File: src/rtl/prg_loader.sv
// PRG file loader: streams a downloaded PRG image into RAM over a DMA port
// while holding the CPU, then patches the BASIC end-of-program pointers.
module prg_loader #(
  parameter logic [13:0] PTR_BASE  = 14'h002A,
  parameter int unsigned PTR_COUNT = 3
) (
  input  logic        clk,
  input  logic        reset_n,
  input  logic        dl_active,
  input  logic        dl_valid,
  input  logic [7:0]  dl_data,
  output logic        dl_ready,
  output logic [13:0] dma_addr,
  output logic [7:0]  dma_din,
  output logic        dma_we,
  output logic        cpu_hold,
  output logic        done,
  output logic        err
);

  localparam int unsigned ADDR_W = 16;
  localparam int unsigned RAM_W  = 14;
  localparam int unsigned IDX_W  = 3;
  localparam logic [ADDR_W-1:0] RAM_TOP  = 16'h3FFF;
  localparam logic [ADDR_W-1:0] ADDR_MAX = 16'hFFFF;
  localparam logic [IDX_W-1:0]  PTR_LAST = IDX_W'((PTR_COUNT == 0) ? 0 : 2 * PTR_COUNT - 1);

  typedef enum logic [2:0] {
    S_IDLE, S_HDR_LO, S_HDR_HI, S_DATA, S_PTR, S_FIN
  } state_t;

  state_t             state_q, state_d;
  logic [ADDR_W-1:0]  addr_q, addr_d;
  logic [IDX_W-1:0]   ptr_idx_q, ptr_idx_d;
  logic               active_q;
  logic               accept;
  logic               dl_ready_d, dma_we_d, cpu_hold_d, done_d, err_d;
  logic [RAM_W-1:0]   dma_addr_d;
  logic [7:0]         dma_din_d;

  assign accept = dl_valid & dl_ready;

  // State and registered outputs; active_q resets high so a level already
  // high at reset release is not mistaken for a new download.
  always_ff @(posedge clk or negedge reset_n) begin
    if (!reset_n) begin
      state_q   <= S_IDLE;
      addr_q    <= '0;
      ptr_idx_q <= '0;
      active_q  <= 1'b1;
      dl_ready  <= 1'b0;
      dma_addr  <= '0;
      dma_din   <= '0;
      dma_we    <= 1'b0;
      cpu_hold  <= 1'b0;
      done      <= 1'b0;
      err       <= 1'b0;
    end else begin
      state_q   <= state_d;
      addr_q    <= addr_d;
      ptr_idx_q <= ptr_idx_d;
      active_q  <= dl_active;
      dl_ready  <= dl_ready_d;
      dma_addr  <= dma_addr_d;
      dma_din   <= dma_din_d;
      dma_we    <= dma_we_d;
      cpu_hold  <= cpu_hold_d;
      done      <= done_d;
      err       <= err_d;
    end
  end

  // Next state and next output values
  always_comb begin
    state_d    = state_q;
    addr_d     = addr_q;
    ptr_idx_d  = ptr_idx_q;
    dma_addr_d = dma_addr;
    dma_din_d  = dma_din;
    dma_we_d   = 1'b0;
    err_d      = err;

    case (state_q)
      S_IDLE: begin
        ptr_idx_d = '0;
        if (dl_active && !active_q) begin
          state_d = S_HDR_LO;
          err_d   = 1'b0;
        end
      end
      S_HDR_LO: begin
        if (!dl_active) begin
          state_d = S_FIN;
          err_d   = 1'b1;
        end else if (accept) begin
          addr_d[7:0] = dl_data;
          state_d     = S_HDR_HI;
        end
      end
      S_HDR_HI: begin
        if (!dl_active) begin
          state_d = S_FIN;
          err_d   = 1'b1;
        end else if (accept) begin
          addr_d[15:8] = dl_data;
          state_d      = S_DATA;
        end
      end
      S_DATA: begin
        if (accept) begin
          if (addr_q <= RAM_TOP) begin
            dma_we_d   = 1'b1;
            dma_addr_d = addr_q[RAM_W-1:0];
            dma_din_d  = dl_data;
          end else begin
            err_d = 1'b1;
          end
          if (addr_q == ADDR_MAX) err_d = 1'b1;
          else addr_d = addr_q + 16'd1;
        end
        // A write accepted this cycle is already registered, so it issues
        // before the first pointer write.
        if (!dl_active) state_d = S_PTR;
      end
      S_PTR: begin
        if (PTR_COUNT == 0 || err) begin
          state_d = S_FIN;
        end else begin
          dma_we_d   = 1'b1;
          dma_addr_d = PTR_BASE + RAM_W'(ptr_idx_q);
          dma_din_d  = ptr_idx_q[0] ? addr_q[15:8] : addr_q[7:0];
          ptr_idx_d  = ptr_idx_q + 3'd1;
          if (ptr_idx_q == PTR_LAST) state_d = S_FIN;
        end
      end
      S_FIN:   state_d = S_IDLE;
      default: state_d = S_IDLE;
    endcase

    // Outputs follow the state being entered so they line up with it
    cpu_hold_d = (state_d != S_IDLE) && (state_d != S_FIN);
    done_d     = (state_d == S_FIN);
    dl_ready_d = dl_active &&
                 ((state_d == S_HDR_LO) || (state_d == S_HDR_HI) || (state_d == S_DATA));
  end

endmodule

File: config.mk
export PLATFORM = sky130hd
export DESIGN_NAME = prg_loader
export DESIGN_NICKNAME = d
export VERILOG_FILES = /design/src/rtl/prg_loader.sv
export SDC_FILE = /design/constraint.sdc
export NUM_CORES = 1
export LEC_CHECK = 0
export ABC_CLOCK_PERIOD_IN_PS = 3000
export BUFFER_PORTS_ARGS = -buffer_cell sky130_fd_sc_hd__buf_4
export CAP_MARGIN = 10
export CORE_ASPECT_RATIO = 1.2
export CORE_MARGIN = 8
export CORE_UTILIZATION = 30
export DETAILED_ROUTE_END_ITERATION = 16
export MAX_ROUTING_LAYER = met4
export SLEW_MARGIN = 10
export SYNTH_ARGS = -nofsm -noshare
export SYNTH_HDL_FRONTEND = slang
export SYNTH_SLANG_ARGS = --single-unit
File: constraint.sdc
create_clock -name clk -period 3 [get_ports clk]
set_input_delay 0 -clock clk [delete_from_list [all_inputs] [get_ports clk]]
set_output_delay 0 -clock clk [all_outputs]
set_load 0.02 [all_outputs]
==> results by group <==
Cells and area
  • Final core utilization: 0.367
  • Non-Filler Instances: 464
  • P&R area growth vs syn: 21.4%
  • Final nets: 359
  • ANT cells: 0
  • Ratio of cells with drive above 1 in the final layout: 0.169
  • # fillers: 922

Worst setup path
  • Critical path endpoint category: register
  • Worst EP required: 3.21 ns
  • Crit start category: register
  • Setup CP Type: reg2reg
  • Reg2reg start: addr_q[0]
  • Crit Path Max Fanout: 16
  • Worst EP arrival: 2.64 ns
  • Crit path launch: addr_q[0]

Floorplan
  • Core Area: 8890 um2
  • Std-Cell Rows: 38
  • I/O Pins: 39
  • Starting density of the core: 0.302
  • DIE WIDTH: 102 um
  • Full die area: 12200 um2
  • Chip height: 120 um

Pwr
  • Net Sw Frac: 0.422
  • Combinational share of power: 0.399
  • Pwr Density: 894 nW/um2
  • Switching power of the nets: 1.23 mW
  • Seq pwr share: 0.435
  • P_int: 1.68 mW
  • LEAKAGE: 1.45 nW
  • Clock power share: 0.166
  • Largest vdd supply drop: 0.000257 V

Run
  • Max-Cap Viols: 0

Synth
  • Seq/Total Area, Yosys: 0.466
  • EDFF count, synth: 0
  • Synthesized area per cell: 8.75 um2
  • Syn_nets: 323
  • Mapped Area: 2690 um2
  • YS warnings: 0
  • Mapped Cells: 307
  • Yosys top cell by area: dfrtp_1
  • Ys flop type: dfrtp_1
  • Synth cell types: 52
  • Synth async-reset ratio: 1.00
  • Synth Register Bits: 50
  • Synth top area cells: dfrtp_1, nand2_1, o21ai_0
  • Area share of the largest cell type after synthesis: 0.457

Detailed routing
  • Routed len/inst: 14.6 um
  • Final WL: 6790 um
  • DRC violations left: 0
  • Vias per cell: 5.07
  • DR vias: 2354
  • DRT Pass-1 Iters: 4
  • Initial DRC count: 183
  • Number of routed nets with antenna violations: 0

STA
  • Final period util: 0.809
  • Final min period: 2.43 ns
  • Hold WS: 0.0256 ns
  • Max Transition Viols Final: 0
  • Clock Skew: 0.00580 ns
  • Final TNS setup: 0 ns
  • RSZ-0062 raised after global routing: no
  • Slew headroom: 0.511
  • Final worst slack: 0.574 ns
  • Fin. Hold Viols: 0
  • Endpoints failing setup: 0
  • Upper clock frequency limit: 412 MHz
  • Worst-Margin Slew: 0.727 ns

Worst hold path
  • Origin of the worst min-delay path: dl_data[1]
  • Hold WC Path Type: in2reg

Clock network
  • Clock Root Buffer: clkbuf_8
  • Clk pin slew, worst setup/hold paths: 0.09 ns
  • Post-CTS Setup Bufs: 0
  • TritonCTS Sinks: 50
  • CTS tree: done
  • Longest Clk Path Bufs: 2
  • H-Tree Depth: 2
  • Num CTS Buffers: 5
  • Clock latency on the worst-skew pair: 0.31 ns

Global route
  • GRT Overall Usage: 0.118
  • Gr ovfl total: 0
  • Antenna violations before repair: 0
  • First-pass GRT wire length: 11200 um
  • Largest net degree at the start of global routing: 51
  • Vias in the first global route: 2183

Placed design
  • Placed instance count: 448
  • DP Worst Slack: 0.601 ns
  • Port Buffers: 38
  • Hpwl dp: 4910 um
  • Routability cong.: 0.860

Run status
  • Status: finished clean
-- power by group through the flow --
stage	combinational (mW)	clock, mW	sequential (mW)
after CTS	1.18	0.504	1.26
after global placement	1.16	0	1.27
after floorplan	0.658	0	1.32
after global routing	1.29	0.525	1.32
after detailed placement	1.17	0	1.28
final	1.16	0.483	1.27
-- stage by stage --
stage	instance area (um2)	power, mW
floorplan	2690	1.98
global placement	3070	2.43
detailed placement	3070	2.45
CTS	3260	2.95
global route	3260	3.13
finish	3260	2.91
-- cell usage after synthesis, drive strengths merged (5+ instances only) --
library cell,n
nor2,31
dfrtp,49
a21oi,21
mux2i,10
o21ai,26
nand3,16
a31oi,9
nand2,46
buf,7
clkbuf,15
and3,5
nor3,7
o22a,7
inv,6
-- routing by layer --
metal | up-vias | routed length [um] | global-route usage
li1 | 1169 | - | -
met1 | 1124 | 2930 | 0.145
met2 | 54 | 3420 | 0.184
met3 | 7 | 324 | 0.0185
met4 | 0 | 118 | 0.0543
met5 | - | 0 | -
-- state kept, by name (all words and copies together), names as in the netlist --
name       flops
dma_din        8
ptr_idx_q      3
addr_q        16
err            1
state_q        3
dma_addr      14
dl_ready       1
dma_we         1
active_q       1
done           1
cpu_hold       1
-- final timing paths --
kind,cells after the start,end,slack [ns]
setup / recovery,6,addr_q[7],0.57
hold / removal,3,addr_q[1],0.03
setup reg to reg,6,addr_q[7],0.57
hold reg to reg,2,dma_addr[13],0.47
max in group asynchronous,2,addr_q[3],2.32
min in group asynchronous,2,done,0.23
-- worst max-delay path, cell delays in order, from the launching register on --
cell      delay (ns)
dfrtp_1         0.44
ha_1            0.25
nand3_2         0.13
nor4_1          0.68
a2111o_1        0.54
nor2_1          0.10
o22a_1          0.18
-- timing repair --
item / CTS / global route
hold endpoints to repair: 57 / 0
resized for setup: 0 / 0
endpoints found under the setup margin: 0 / 0
hold buffers: 8 / 0
-- layout make-up --
type,count,area (um2),area share
Tap cell,120,150,0.0461
Timing Repair Buffer,51,403,0.124
Sequential cell,50,1250,0.384
Inverter,6,22.5,0.00691
Multi-Input combinational cell,229,1320,0.404
Clock buffer,5,68.8,0.0211
Clock inverter,3,45.0,0.0138
-- cells in the final DEF, fill, tap and decap left out, drive strengths merged, types with 7 or more instances in the layout --
cell type / instances
buf: 43
nor2: 31
nand3: 16
a31oi: 9
dlygate4sd3: 8
mux2i: 10
nand2: 46
a21oi: 21
dfrtp: 49
o21ai: 26
nor3: 7
o22a: 7
-- kinds of logic after synthesis --
kind of cell             Yosys count  synth area share
multiplexers                      10            0.0373
buffers and inverters             28            0.0429
XOR/XNOR                           1           0.00326
flip-flops                        50             0.466
adder cells (fa/ha/maj)            4            0.0186
AND/OR/NAND/NOR                  128             0.222
AO/OA/AOI/OAI                     86             0.209
Note: power is estimated with default switching activity, not from simulation.
